`src/rtl/video_timing_gen.sv`:
```
// Raster timing generator: pixel clock-enable, sync/blank/de and x/y counters, two vertical modes.
// Define VIDEO_TIMING_TESTPAT_EN to add an 8-bar colour test pattern on r/g/b.
module video_timing_gen #(
  parameter int unsigned CLK_DIV  = 4,
  parameter int unsigned H_ACTIVE = 640,
  parameter int unsigned H_FP     = 16,
  parameter int unsigned H_SYNC   = 96,
  parameter int unsigned H_BP     = 48,
  parameter int unsigned V_ACT0   = 480,
  parameter int unsigned V_FP0    = 10,
  parameter int unsigned V_SYNC0  = 2,
  parameter int unsigned V_BP0    = 33,
  parameter int unsigned V_ACT1   = 576,
  parameter int unsigned V_FP1    = 5,
  parameter int unsigned V_SYNC1  = 5,
  parameter int unsigned V_BP1    = 39,
  parameter bit          HS_POL   = 1'b0,
  parameter bit          VS_POL   = 1'b0,
  parameter int unsigned X_W      = 12,
  parameter int unsigned Y_W      = 11
) (
  input  logic           clk,
  input  logic           reset_in,
  input  logic           mode,
  output logic           ce_pixel,
  output logic           hs,
  output logic           vs,
  output logic           hblank,
  output logic           vblank,
  output logic           de,
  output logic [X_W-1:0] x,
  output logic [Y_W-1:0] y,
  output logic           frame_start,
`ifdef VIDEO_TIMING_TESTPAT_EN
  output logic [7:0]     r,
  output logic [7:0]     g,
  output logic [7:0]     b,
`endif
  output logic           cur_mode
);

  localparam int unsigned HTotal  = H_ACTIVE + H_FP + H_SYNC + H_BP;
  localparam int unsigned VTotal0 = V_ACT0 + V_FP0 + V_SYNC0 + V_BP0;
  localparam int unsigned VTotal1 = V_ACT1 + V_FP1 + V_SYNC1 + V_BP1;
  localparam int unsigned DivW    = (CLK_DIV > 1) ? $clog2(CLK_DIV) : 1;

  localparam logic [DivW-1:0] DivLast = DivW'(CLK_DIV - 1);
  localparam logic [X_W-1:0]  XLast   = X_W'(HTotal - 1);
  localparam logic [X_W-1:0]  XAct    = X_W'(H_ACTIVE);
  localparam logic [X_W-1:0]  XSyncS  = X_W'(H_ACTIVE + H_FP);
  localparam logic [X_W-1:0]  XSyncE  = X_W'(H_ACTIVE + H_FP + H_SYNC);
  localparam logic [Y_W-1:0]  YLast0  = Y_W'(VTotal0 - 1);
  localparam logic [Y_W-1:0]  YLast1  = Y_W'(VTotal1 - 1);
  localparam logic [Y_W-1:0]  YAct0   = Y_W'(V_ACT0);
  localparam logic [Y_W-1:0]  YAct1   = Y_W'(V_ACT1);
  localparam logic [Y_W-1:0]  YSyncS0 = Y_W'(V_ACT0 + V_FP0);
  localparam logic [Y_W-1:0]  YSyncS1 = Y_W'(V_ACT1 + V_FP1);
  localparam logic [Y_W-1:0]  YSyncE0 = Y_W'(V_ACT0 + V_FP0 + V_SYNC0);
  localparam logic [Y_W-1:0]  YSyncE1 = Y_W'(V_ACT1 + V_FP1 + V_SYNC1);

  logic [DivW-1:0] div_q, div_d;
  logic            ce_q, ce_d;
  logic [X_W-1:0]  x_q, x_d;
  logic [Y_W-1:0]  y_q, y_d;
  logic            mode_q, mode_d;
  logic            fs_q, fs_d;
  logic            hs_q, hs_d, vs_q, vs_d;
  logic            hb_q, hb_d, vb_q, vb_d, de_q, de_d;
  logic [Y_W-1:0]  y_last, y_act, y_sync_s, y_sync_e;

`ifdef VIDEO_TIMING_TESTPAT_EN
  localparam logic [X_W-1:0] BarW = X_W'(H_ACTIVE / 8);
  logic [7:0] r_q, r_d, g_q, g_d, b_q, b_d;
  logic [2:0] bar;
`endif

  always_comb begin
    div_d  = (div_q == DivLast) ? '0 : div_q + DivW'(1);
    ce_d   = (div_q == DivLast);
    x_d    = x_q;
    y_d    = y_q;
    mode_d = mode_q;
    fs_d   = 1'b0;
    y_last = mode_q ? YLast1 : YLast0;
    if (ce_q) begin
      if (x_q == XLast) begin
        x_d = '0;
        if (y_q >= y_last) begin
          // Frame wrap: the only point where a new mode is accepted.
          y_d    = '0;
          mode_d = mode;
          fs_d   = 1'b1;
        end else begin
          y_d = y_q + Y_W'(1);
        end
      end else begin
        x_d = x_q + X_W'(1);
      end
    end
    // Decode from next-state counters so the registered flags line up with the new x/y.
    y_act    = mode_d ? YAct1   : YAct0;
    y_sync_s = mode_d ? YSyncS1 : YSyncS0;
    y_sync_e = mode_d ? YSyncE1 : YSyncE0;
    hb_d     = (x_d >= XAct);
    vb_d     = (y_d >= y_act);
    de_d     = ~(hb_d | vb_d);
    hs_d     = ((x_d >= XSyncS) && (x_d < XSyncE)) ? HS_POL : ~HS_POL;
    vs_d     = ((y_d >= y_sync_s) && (y_d < y_sync_e)) ? VS_POL : ~VS_POL;
`ifdef VIDEO_TIMING_TESTPAT_EN
    bar = 3'(x_d / BarW);
    r_d = de_d ? {8{~bar[1]}} : 8'h00;
    g_d = de_d ? {8{~bar[2]}} : 8'h00;
    b_d = de_d ? {8{~bar[0]}} : 8'h00;
`endif
  end

  always_ff @(posedge clk or negedge reset_in) begin
    if (!reset_in) begin
      div_q  <= '0;
      ce_q   <= 1'b0;
      x_q    <= XLast;
      y_q    <= YLast0;
      mode_q <= 1'b0;
      fs_q   <= 1'b0;
      hs_q   <= ~HS_POL;
      vs_q   <= ~VS_POL;
      hb_q   <= 1'b1;
      vb_q   <= 1'b1;
      de_q   <= 1'b0;
`ifdef VIDEO_TIMING_TESTPAT_EN
      r_q    <= 8'h00;
      g_q    <= 8'h00;
      b_q    <= 8'h00;
`endif
    end else begin
      div_q  <= div_d;
      ce_q   <= ce_d;
      x_q    <= x_d;
      y_q    <= y_d;
      mode_q <= mode_d;
      fs_q   <= fs_d;
      hs_q   <= hs_d;
      vs_q   <= vs_d;
      hb_q   <= hb_d;
      vb_q   <= vb_d;
      de_q   <= de_d;
`ifdef VIDEO_TIMING_TESTPAT_EN
      r_q    <= r_d;
      g_q    <= g_d;
      b_q    <= b_d;
`endif
    end
  end

  assign ce_pixel    = ce_q;
  assign x           = x_q;
  assign y           = y_q;
  assign cur_mode    = mode_q;
  assign frame_start = fs_q;
  assign hs          = hs_q;
  assign vs          = vs_q;
  assign hblank      = hb_q;
  assign vblank      = vb_q;
  assign de          = de_q;
`ifdef VIDEO_TIMING_TESTPAT_EN
  assign r           = r_q;
  assign g           = g_q;
  assign b           = b_q;
`endif

endmodule

```
`config.mk`:
```
export PLATFORM = sky130hd
export DESIGN_NAME = video_timing_gen
export DESIGN_NICKNAME = d
export VERILOG_FILES = /design/src/rtl/video_timing_gen.sv
export SDC_FILE = /design/constraint.sdc
export NUM_CORES = 1
export LEC_CHECK = 0
export ABC_AREA = 0
export CELL_PAD_IN_SITES_DETAIL_PLACEMENT = 1
export CELL_PAD_IN_SITES_GLOBAL_PLACEMENT = 2
export CORE_MARGIN = 2
export CORE_UTILIZATION = 35
export CTS_BUF_LIST = sky130_fd_sc_hd__clkbuf_4 sky130_fd_sc_hd__clkbuf_8
export DETAILED_ROUTE_END_ITERATION = 10
export HOLD_SLACK_MARGIN = 0.02
export PLACE_DENSITY = 0.82
export SLEW_MARGIN = 40
export SYNTH_ARGS = -nofsm -noshare
export SYNTH_HDL_FRONTEND = slang
export SYNTH_SLANG_ARGS = --single-unit
```
`constraint.sdc`:
```
create_clock -name clk -period 4.1 [get_ports clk]
set_input_delay 1.025 -clock clk [delete_from_list [all_inputs] [get_ports clk]]
set_output_delay 1.025 -clock clk [all_outputs]
set_load 0.01 [all_outputs]
```
-- Yosys cells after proc, flatten, opt, wreduce, memory -nomap -nowiden
Cells that the tools add are included.
Widths: inputs -> output; s select.
- word-level logic and storage cells: 45
- input port bits: 3
- register bits after elaboration: 33
- reductions and logical operators: 2
- $lt $le $gt $ge: 7
- bitwise operators: 2
- equality and inequality tests: 2
- muxes and demuxes: 18
- $add $sub $neg: 3
- operator list (operator ; count):
    $ge 11x10->1 ; 3
    $mux 11 ; 3
    $mux 10 ; 3
    $ge 12x10->1 const B ; 2
    $mux 12 ; 2
    $add 12x1->12 const B ; 1
    $eq 12x10->1 const B ; 1
    $lt 12x10->1 const B ; 1
    $add 11x1->11 const B ; 1
    $lt 11x10->1 ; 1
    $mux 1 ; 8
    $mux 7 ; 1
    $add 2x1->2 const B ; 1
    $eq 2x2->1 const B ; 1
    $logic_and 1x1->1 ; 2
    $mux 2 ; 1
    $not 1->1 ; 1
    $or 1x1->1 ; 1

-- Depth between registers and ports, before layout
Gate-level depths: netlist of the first run.
- depth in word-level cells: 9
- gate-level depth with buffers: 15

-- Worst setup path after synthesis of the first run
Ideal clock, no wire load.
- kind: reg-to-reg
- from: register x_q[8] (netlist: x[8])
- to: register vs_q (netlist: vs)
- path buffers: 1
- arrival: 3318 ps
- setup slack: 686 ps
- cell stages (with the launch flop): 13
- library setup time: 96 ps
- cell sequence: dfstp_2 buf_4 or4b_4 nor3_4 nand3_1 a21oi_2 mux2_2 ha_1 a21o_1 a221oi_2 o21ai_0 nor3_1 o2111ai_1
- word-level cells in the longest chain between the ends: 7
- elaborated cells on any way between the ends: 11
- classes of those cells: order compare: 2; eq/ne: 1; mux: 7; reduce/logical: 1
- ends and longest elaborated chain (what ; RTL line ; RTL):
    start, declared ; 63 ; logic [X_W-1:0] x_q, x_d;
    start signal, assigned ; 121 ; x_q <= XLast;
    $eq 12x10->1 (*) ; 86 ; if (x_q == XLast) begin
    $mux 1 ; 86 ;
    $mux 1 ; 85 ; if (ce_q) begin
    $mux 10 (on tied branches) ; 102, 103 ;
    $ge 11x10->1 or $lt 11x10->1 (tied branches) ; 108 ; vs_d = ((y_d >= y_sync_s) && (y_d < y_sync_e)) ? VS_POL : ~VS_POL;
    $logic_and 1x1->1 (*) ; 108 ;
    $mux 1 (*) ; 108 ;
    via vs_d ; 67 ; logic hs_q, hs_d, vs_q, vs_d;
    end signal, assigned ; 126 ; vs_q <= ~VS_POL;
    end signal, assigned ; 143 ; vs_q <= vs_d;
    end, declared ; 67 ;
The timed path passes the listed nets; every way through them passes the cells marked *.

-- Worst setup path in the final report of the first run
Ends and elaborated chain as after synthesis.

==> metrics.md, run 1 <==
| Metric | Value |
|---|---|
| FF/Latch Area | 843.3 sq um |
| WL per Instance | 16.83 microns |
| Yosys top cell by area | dfrtp_1 |
| Final WS setup | 317.5 ps |
| Std cell rows | 28 |
| Clk sinks | 33 |
| Postcts setup bufs | 0 |
| Hold depth | 1 |
| Die height | 82.03 microns |
| Sw Ratio | 20.35% |
| RSZ-0062 raised after global routing | false |
| Post-synth EDFFs | 0 |
| RR Startpoint | x[8]$_DFF_PN1_ |
| TNS Setup | 0 ps |
| HP Class | reg2reg |
| Xor and xnor area share after synthesis | 4.932% |
| Pre-CTS worst setup slack | 267.9 ps |
| Max-slew headroom | 55.51% |
| Total grt overflow | 0 |
| Fin Clk Skew | 9.519 ps |
| H-tree depth | 2 |
| Starting Density | 36.20% |
| Die area | 0.006728 sq mm |
| # diodes | 0 |
| Syn Area/Cell | 9.642 sq um |
| Core Region | 0.005886 sq mm |
| Final setup vio count | 0 |
| Placed inst area | 0.002566 sq mm |
| DR iter-0 viols | 62 |
| Post-synth top cells | nor2_1 (20), dfrtp_1 (19), ha_1 (18) |
| CP Launch Type | flop |
| GRT Util Overall | 18.50% |
| Gate Count Post-Synth | 221 |
| Synth top area cells | dfrtp_1 (22%), dfstp_2 (17%), ha_1 (11%) |
| Multiplexer share of the synthesized area | 2.055% |
| Hold Vio Cnt, Final | 0 |
| DR DRC count | 0 |
| Vias in the first global route | 1,786 |
| Combinational share of power | 1.3% |
| Sequential share of power | 49.4% |
| Kind of critical path | reg2reg |
| Async SR Flop Fraction | 100.0% |
| Die Wd | 82.03 microns |
| Detailed Route WL | 5673 microns |
| Deepest clock path buffer count | 2 |
| Worst Max-Slew Pin Slew | 661.2 ps |
| Area of the multi-input gates | 0.001219 sq mm |
| Crit-path slowest cell | dfstp_2 |
| Design Area, Final | 0.002689 sq mm |
| Worst EP arrival | 3980 ps |
| Area share of the largest cell type after synthesis | 22.31% |
| Compound-cell area share of the yosys netlist | 16.50% |
| Peak supply drop | 0.0001657 V |
| Synth unique cells | 52 |
| Fin crit share | 92.25% |
| Via count | 1,808 |
| Synth Area in Simple Gates | 23.02% |
| Status | finished clean |
| CP peak stage delay | 630 ps |
| Fill count | 676 |
| Port-buffer cells | 33 |
| GPL Wtd Cong | 0.8590 |
| Largest family of logic cells by synthesized area | simple AND/OR/NAND/NOR gates |
| Max-slew violations | 0 |
| Worst-Skew Late Latency | 290 ps |
| Crit-path cells | or4b_4, nor3_4, nand3_1, a21oi_2, mux2_2, ha_1, a21o_1, a221oi_2, o21ai_0, nor3_1, o2111ai_1 |
| CTS tree | done |
| # IOs | 34 |
| Reg clk slew, reported paths | 80 ps |
| HPWL Detailed | 4334 microns |
| Data required, critical path | 4300 ps |
| Cell Int Power | 0.0005261 W |
| Layout Nets | 282 |
| Hold path start | div_q[0]$_DFF_PN0_ |
| Sequential-to-total area share from yosys stat | 39.58% |
| Warnings from Yosys | 0 |
| Most used flip-flop cell after synthesis | dfrtp_1 |
| Via/cell ratio | 5.365 |
| P_leak | 1.084 nW |
| Post-DRT Antenna Nets | 0 |
| Synth Register Bits | 33 |
| Worst Path Max Fanout | 10 |
| Initial antenna violation count | 0 |
| TritonCTS Buffers | 5 |
| Power Density | 245.6 mW/mm^2 |
| Cts hold-fix bufs | 0 |
| First-pass GRT wire length | 9425 microns |
| Max-cap violations | 0 |
| Sw Pwr | 0.0001344 W |
| Top-count cell post-synth | nor2_1 |
| CTS root buf | clkbuf_8 |
| Adder-cell share of the synthesized area | 10.57% |
| Layout overhead on the synthesized area | 26.19% |
| Crit end category | flop |
| Post_cts resized | 0 |
| Fmax | 264.4 MHz |
| Max reg flops | 12 |
| R2R depth | 11 |
| Largest net degree at the start of global routing | 34 |
| Min cycle time layout | 3782 ps |
| Worst r2r dst | vs$_DFF_PN1_ |
| First-pass detailed-route iteration total | 4 |
| Clk pwr share | 49.3% |
| Synth Cell Area | 0.002131 sq mm |
| WHS Endpoint | div_q[0]$_DFF_PN0_ |
| Reg2Reg Setup Slack | 320 ps |
| Syn Nets | 242 |
| Share of post-route cells with drive strength above 1 | 16.03% |
cells in the final DEF, fill, tap and decap left out, types with 2 or more instances in the layout:
master,n
clkdlybuf4s50_1,33
nor2_1,19
dfrtp_1,19
ha_1,18
nand2_1,17
o21ai_0,15
nand3_1,14
dfstp_2,14
inv_1,8
a21oi_1,8
and3_1,8
buf_4,7
nand4_1,6
xnor2_1,6
xor2_1,6
clkbuf_8,6
nand2b_1,5
nor4_1,3
nor3_1,3
o31a_1,3
mux2_2,3
and2_1,3
o21a_1,2
o31ai_2,2
a21o_1,2
a31oi_1,2
a32oi_1,2
nor2b_1,2
worst max-delay path by stage:
stage                         from      endpoint  slack, ps  depth (start not counted)
global route        x[8]$_DFF_PN1_  vs$_DFF_PN1_         20                         11
detailed placement  x[8]$_DFF_PN1_  vs$_DFF_PN1_        270                         11
finish              x[8]$_DFF_PN1_  vs$_DFF_PN1_        320                         11
CTS                 x[0]$_DFF_PN1_  vs$_DFF_PN1_        260                         12
global placement    x[0]$_DFF_PN1_  vs$_DFF_PN1_        260                         12
floorplan           x[8]$_DFF_PN1_  vs$_DFF_PN1_        690                         12
stage by stage:
stage,hold WS [ps],total power (W),cells,util (%)
final,441.0,0.0006605,337,45.68
after global routing,457.9,0.0006836,337,45.68
after CTS,448.1,0.0006731,337,45.64
after detailed placement,437.7,0.0003414,329,43.60
after global placement,413.4,0.0003413,329,43.60
after floorplan,403.1,0.0003319,221,-
per-layer routing:
| layer | track usage, % | up-vias | wire length (microns) |
|---|---|---|---|
| li1 | - | 884 | - |
| met1 | 27.00 | 886 | 2903 |
| met2 | 27.72 | 31 | 2554 |
| met3 | 3.407 | 7 | 143 |
| met4 | 5.333 | 0 | 73 |
| met5 | 0 | - | 0 |
power groups by stage:
stage                     sequential [W]  clock, W  combinational [W]
after CTS                       0.000326  0.000337         0.00000961
final                           0.000326  0.000326         0.00000872
after detailed placement        0.000332         0         0.00000959
after floorplan                 0.000332         0       0.0000000166
after global placement          0.000332         0         0.00000946
after global routing            0.000326  0.000347          0.0000105
critical path: cells and delay by family, from the launching register on:
family	cells	cell delay, ps
and+or+nand+nor	4	1150
AOI/OAI and AO/OA	5	1140
DFF	1	630
muxes	1	470
adders and majority gates	1	320
cell type report:
cell class | instances | area share (%)
multi-input combinational | 173 | 45.32
sequential | 33 | 31.36
timing repair buffer | 40 | 14.24
tap | 75 | 3.490
clock buffer | 6 | 3.071
clock inverter | 2 | 1.396
inverter | 8 | 1.117
cells by family after synthesis:
| family | after synthesis |
|---|---|
| AO/OA/AOI/OAI | 49 |
| XOR/XNOR | 12 |
| adder cells (fa/ha/maj) | 18 |
| buffers and inverters | 15 |
| flip-flops | 33 |
| multiplexers | 4 |
| AND/OR/NAND/NOR | 90 |
Power figures use the tool's default switching activity.
==> inputs of run 2 (changes only) <==
ABC_CLOCK_PERIOD_IN_PS = 4100   (was default)
GPL_TIMING_DRIVEN = 0   (was default)
==> metrics.md, run 2 (synthesis results as in run 1) <==
| Metric | Value |
|---|---|
| Largest net degree at the start of global routing | 20 |
| # diodes | 0 |
| H-tree depth | 2 |
| HP Class | reg2reg |
| Crit end category | flop |
| Placed inst area | 0.002577 sq mm |
| Data required, critical path | 4290 ps |
| Status | finished clean |
| Port-buffer cells | 33 |
| Crit-path slowest cell | dfstp_2 |
| RSZ-0062 raised after global routing | false |
| CP Launch Type | flop |
| Via/cell ratio | 5.370 |
| Worst r2r dst | vs$_DFF_PN1_ |
| Kind of critical path | reg2reg |
| Max-cap violations | 0 |
| P_leak | 1.100 nW |
| Fin crit share | 93.01% |
| GPL Wtd Cong | 0.8177 |
| Max-slew violations | 0 |
| First-pass GRT wire length | 9542 microns |
| Final WS setup | 286.6 ps |
| Total grt overflow | 0 |
| Reg clk slew, reported paths | 70 ps |
| Fill count | 692 |
| Share of post-route cells with drive strength above 1 | 16.73% |
| Worst EP arrival | 4000 ps |
| Power Density | 244.0 mW/mm^2 |
| RR Startpoint | x[8]$_DFF_PN1_ |
| Post-DRT Antenna Nets | 0 |
| Layout Nets | 283 |
| WHS Endpoint | div_q[0]$_DFF_PN0_ |
| Detailed Route WL | 5510 microns |
| Deepest clock path buffer count | 2 |
| Fmax | 262.2 MHz |
| Hold Vio Cnt, Final | 0 |
| Clk sinks | 33 |
| Std cell rows | 28 |
| Hold depth | 1 |
| Postcts setup bufs | 0 |
| Die height | 82.03 microns |
| Reg2Reg Setup Slack | 290 ps |
| Worst Max-Slew Pin Slew | 640.9 ps |
| DR iter-0 viols | 87 |
| Crit-path cells | buf_4, or4b_4, nor3_4, nand3_4, a21oi_4, mux2_2, ha_1, a21o_1, a221oi_2, o21ai_0, nor3_1, o2111ai_1 |
| DR DRC count | 0 |
| Max-slew headroom | 56.88% |
| Peak supply drop | 0.0001122 V |
| Min cycle time layout | 3813 ps |
| TritonCTS Buffers | 5 |
| Final setup vio count | 0 |
| CTS root buf | clkbuf_8 |
| Commonest non-fill, non-tap cell in the layout | clkdlybuf4s50_1 |
| WL per Instance | 16.30 microns |
| Hold path start | div_q[0]$_DFF_PN0_ |
| Placed cell count | 330 |
| Core Region | 0.005886 sq mm |
| CTS tree | done |
| Worst Path Max Fanout | 9 |
| # IOs | 34 |
| Fin Clk Skew | 13.58 ps |
| R2R depth | 12 |
| Final Non-Filler Cells | 338 |
| Worst-Skew Late Latency | 290 ps |
| Die area | 0.006728 sq mm |
| Most frequent cells in the layout | clkdlybuf4s50_1 (32), dfrtp_1 (19), nor2_1 (18), ha_1 (18), nand2_1 (17) |
| Die Wd | 82.03 microns |
| Initial antenna violation count | 0 |
| Max reg flops | 12 |
| Layout overhead on the synthesized area | 28.19% |
| TNS Setup | 0 ps |
| CP peak stage delay | 530 ps |
| GRT Util Overall | 18.65% |
| Starting Density | 36.20% |
| Pre-CTS worst setup slack | 39.21 ps |
| Vias in the first global route | 1,834 |
| HPWL Detailed | 4219 microns |
| First-pass detailed-route iteration total | 6 |
| Final core occ | 46.41% |
| Via count | 1,815 |
| Design Area, Final | 0.002731 sq mm |
run 2: worst max path at each step:
stage                               from            to  depth (start not counted)
after floorplan           x[8]$_DFF_PN1_  vs$_DFF_PN1_                         12
after global placement    x[8]$_DFF_PN1_  vs$_DFF_PN1_                         12
after detailed placement  x[8]$_DFF_PN1_  vs$_DFF_PN1_                         12
after CTS                 x[8]$_DFF_PN1_  vs$_DFF_PN1_                         12
after global routing      x[8]$_DFF_PN1_  vs$_DFF_PN1_                         14
final                     x[8]$_DFF_PN1_  vs$_DFF_PN1_                         12
run 2: final cells by class:
| type | count | area (sq um) | share of cell area [%] |
|---|---|---|---|
| multi-input cells | 173 | 1250 | 45.76 |
| well taps | 75 | 93.84 | 3.436 |
| repair buffers | 34 | 352.8 | 12.92 |
| inverters | 8 | 30.03 | 1.099 |
| flip-flops and latches | 33 | 843.3 | 30.87 |
| plain buffers | 7 | 41.29 | 1.512 |
| clock buffers | 7 | 90.09 | 3.298 |
| clock inverters | 1 | 30.03 | 1.099 |
run 2: layer usage:
metal	GRT usage (%)	wire length (microns)
met2	28.29	2500
met1	27.33	2780
met4	5.000	59
met5	0	0
met3	3.077	170
run 2: what timing repair did:
item | 4_1_cts | 5_1_grt
gates resized for setup | 0 | 6
hold buffers | 0 | 0
setup endpoints to repair | 0 | 3
run 2: worst max-delay path: cells and delay by family (launching register included):
family | cells | cell delay [ps]
compound gates | 5 | 1070
fa+ha+maj | 1 | 320
buf+inv | 1 | 160
flops | 1 | 530
mux | 1 | 450
simple gates | 4 | 1180
run 2: metrics by stage:
stage / hold slack (ps) / power (W)
3_3_place_gp: 413.0 / 0.0003406
3_5_place_dp: 420.4 / 0.0003435
2_1_floorplan: 403.1 / 0.0003319
5_1_grt: 440.2 / 0.0006880
4_1_cts: 430.6 / 0.0006774
6_report: 424.9 / 0.0006665
run 2: report_power, final:
group,total (W),switching [W],internal (W)
Sequential,0.000326,0,0.000326
Combinational,0.0000110,0.00000717,0.00000384
Clock,0.000329,0.000124,0.000205
Total,0.000667,0.000132,0.000535
==> inputs of run 3 (changes only) <==
ABC_AREA = 1   (was 0)
CORE_UTILIZATION = 32   (was 35)
CTS_CLUSTER_SIZE = 24   (was default)
MAX_ROUTING_LAYER = met4   (was default)
PLACE_DENSITY = 0.81   (was 0.82)
==> metrics.md, run 3 <==
| Metric | Value |
|---|---|
| Port-buffer cells | 33 |
| Fill count | 825 |
| Synth Cell Area | 0.002215 sq mm |
| Data required, critical path | 4320 ps |
| Final Non-Filler Cells | 415 |
| Reg clk slew, reported paths | 70 ps |
| Hold Vio Cnt, Final | 0 |
| CP peak stage delay | 440 ps |
| Largest net degree at the start of global routing | 18 |
| Cell Int Power | 0.0004522 W |
| CTS root buf | clkbuf_8 |
| Layout Nets | 356 |
| GRT Util Overall | 17.96% |
| Die height | 87.19 microns |
| Post-DRT Antenna Nets | 0 |
| Pre-CTS worst setup slack | 865.7 ps |
| DR iter-0 viols | 66 |
| WHS Endpoint | div_q[0]$_DFF_PN0_ |
| Most used flip-flop cell after synthesis | dfrtp_1 |
| Worst-Skew Late Latency | 280 ps |
| Crit-path cells | inv_1, ha_1, nand2_1, inv_1, nand2_1, nand3_1, nand2_1, nand2_1, nand2_1, nand2_1, nand2_1, inv_1, ha_1, a21oi_1, o21bai_1, nor2_1, nand2_1, inv_1, nand2_1, nor2_1, nand2_1 |
| Top-count cell post-synth | nand2_1 |
| Combinational share of power | 1.9% |
| WL per Instance | 14.41 microns |
| Via count | 1,940 |
| Crit-path slowest cell | dfrtp_1 |
| Std cell rows | 30 |
| Most frequent cells in the layout | nand2_1 (72), inv_1 (49), clkdlybuf4s50_1 (32) |
| CP Launch Type | flop |
| Worst EP arrival | 3460 ps |
| Sequential-to-total area share from yosys stat | 38.08% |
| Max reg flops | 12 |
| Syn Nets | 315 |
| Syn Area/Cell | 7.533 sq um |
| Sw Ratio | 21.70% |
| Synth unique cells | 32 |
| Hold depth | 1 |
| Peak supply drop | 0.00008921 V |
| Clk sinks | 33 |
| Worst r2r dst | vs$_DFF_PN1_ |
| Commonest non-fill, non-tap cell in the layout | nand2_1 |
| # IOs | 34 |
| First-pass detailed-route iteration total | 4 |
| Fin Clk Skew | 5.713 ps |
| GPL Wtd Cong | 0.7638 |
| Yosys top cell by area | dfrtp_1 |
| Deepest clock path buffer count | 2 |
| Async SR Flop Fraction | 100.0% |
| Share of post-route cells with drive strength above 1 | 16.72% |
| Worst Max-Slew Pin Slew | 420.0 ps |
| FF/Latch Area | 843.3 sq um |
| TNS Setup | 0 ps |
| Post-synth EDFFs | 0 |
| Detailed Route WL | 5981 microns |
| # diodes | 0 |
| RSZ-0062 raised after global routing | false |
| Synth Register Bits | 33 |
| Initial antenna violation count | 0 |
| DR DRC count | 0 |
| Power Density | 210.1 mW/mm^2 |
| Max-cap violations | 0 |
| Hold WS | 428.6 ps |
| RR Startpoint | cur_mode$_DFF_PN0_ |
| CTS tree | done |
| HP Class | reg2reg |
| Fmax | 308.0 MHz |
| Reg2Reg Setup Slack | 850 ps |
| Post-synth top cells | nand2_1 (72), inv_1 (49), nor2_1 (31) |
| Fin crit share | 79.19% |
| Crit path top cell by count | nand2_1 |
| Clk pwr share | 41.6% |
| Layout overhead on the synthesized area | 24.12% |
| Core Region | 0.006756 sq mm |
| P_leak | 1.421 nW |
| Sw Pwr | 0.0001254 W |
| Synth top area cells | dfrtp_1 (21%), dfstp_2 (17%), nand2_1 (12%) |
| Max-slew headroom | 72.00% |
| Top Family by Delay on Critical Path | simple AND/OR/NAND/NOR gates |
| R2R depth | 21 |
| Die Wd | 87.19 microns |
| Starting Density | 32.78% |
| Cts hold-fix bufs | 0 |
| Status | finished clean |
| Crit end category | flop |
| WP buf/inv | 4 |
| HPWL Detailed | 4831 microns |
| H-tree depth | 2 |
| Placed cell count | 408 |
| Vias in the first global route | 2,022 |
| Min cycle time layout | 3247 ps |
| Die area | 0.007602 sq mm |
| Stages on the worst setup path | 21 |
| Gate Count Post-Synth | 294 |
| Final setup vio count | 0 |
| Sequential share of power | 56.5% |
| Post_cts resized | 0 |
| Area share of the largest cell type after synthesis | 21.47% |
| TritonCTS Buffers | 5 |
| Total grt overflow | 0 |
| Via/cell ratio | 4.675 |
| Hold path start | div_q[0]$_DFF_PN0_ |
| First-pass GRT wire length | 10,070 microns |
| Worst Path Max Fanout | 6 |
| Max-slew violations | 0 |
| Final WS setup | 853.3 ps |
| Postcts setup bufs | 0 |
| Kind of critical path | reg2reg |
| Warnings from Yosys | 0 |
| Area of the multi-input gates | 0.001146 sq mm |
## run 3: logic make-up (layout without fill, tap and decap cells)
family | after synthesis | in the layout | share of synthesized area [%]
xor gates and xnor gates | 5 | 5 | 1.977
DFF | 33 | 33 | 38.08
AOI/OAI and AO/OA | 20 | 20 | 5.423
adders and majority gates | 18 | 18 | 10.17
and+or+nand+nor | 158 | 158 | 34.18
buffers and inverters | 60 | 101 | 10.17
## run 3: layer usage
layer / vias to the layer above / GRT usage [%] / part of all wire [%] / wire length, microns
li1: 997 / - / - / -
met1: 917 / 24.63 / 51 / 3037
met2: 19 / 27.62 / 46 / 2772
met3: 7 / 3.128 / 1.6 / 97
met4: 0 / 4.615 / 1.2 / 74
met5: - / - / 0 / 0
## run 3: power by group through the flow
stage	clock network, W	registers (W)	logic (W)
after global routing	0.000263	0.000326	0.0000125
after detailed placement	0	0.000332	0.0000118
after global placement	0	0.000332	0.00000890
after floorplan	0	0.000332	0.000000143
final	0.000240	0.000326	0.0000111
after CTS	0.000249	0.000326	0.0000118
## run 3: how the worst max path moves through the flow
| stage | slack [ps] | end | start |
|---|---|---|---|
| 2_1_floorplan | 1330 | de$_DFF_PN0_ | x[0]$_DFF_PN1_ |
| 3_3_place_gp | 910 | de$_DFF_PN0_ | cur_mode$_DFF_PN0_ |
| 3_5_place_dp | 870 | de$_DFF_PN0_ | cur_mode$_DFF_PN0_ |
| 4_1_cts | 820 | de$_DFF_PN0_ | cur_mode$_DFF_PN0_ |
| 5_1_grt | 510 | vs$_DFF_PN1_ | cur_mode$_DFF_PN0_ |
| 6_report | 850 | vs$_DFF_PN1_ | cur_mode$_DFF_PN0_ |
## run 3: metrics by stage
stage,total power (W),utilization [%],cell area [sq um]
floorplan,0.0003320,-,2215
global placement,0.0003407,39.15,2645
detailed placement,0.0003436,39.48,2668
CTS,0.0005868,40.69,2749
global route,0.0006011,40.69,2749
finish,0.0005776,40.69,2749
## run 3: area by class of cell
class / instances / share of cell area, %
clock buffer: 6 / 2.777
clock inverter: 1 / 0.1821
inverter: 60 / 8.193
multi-input combinational: 201 / 41.69
sequential: 33 / 30.68
tap: 80 / 3.641
timing repair buffer: 34 / 12.84
## run 3: worst register-to-register path: cells and delay by family (launching register included)
family | cells | cell delay [ps]
buffers and inverters | 4 | 480
adder cells (fa/ha/maj) | 2 | 600
AND/OR/NAND/NOR | 13 | 1430
flip-flops | 1 | 440
AO/OA/AOI/OAI | 2 | 230
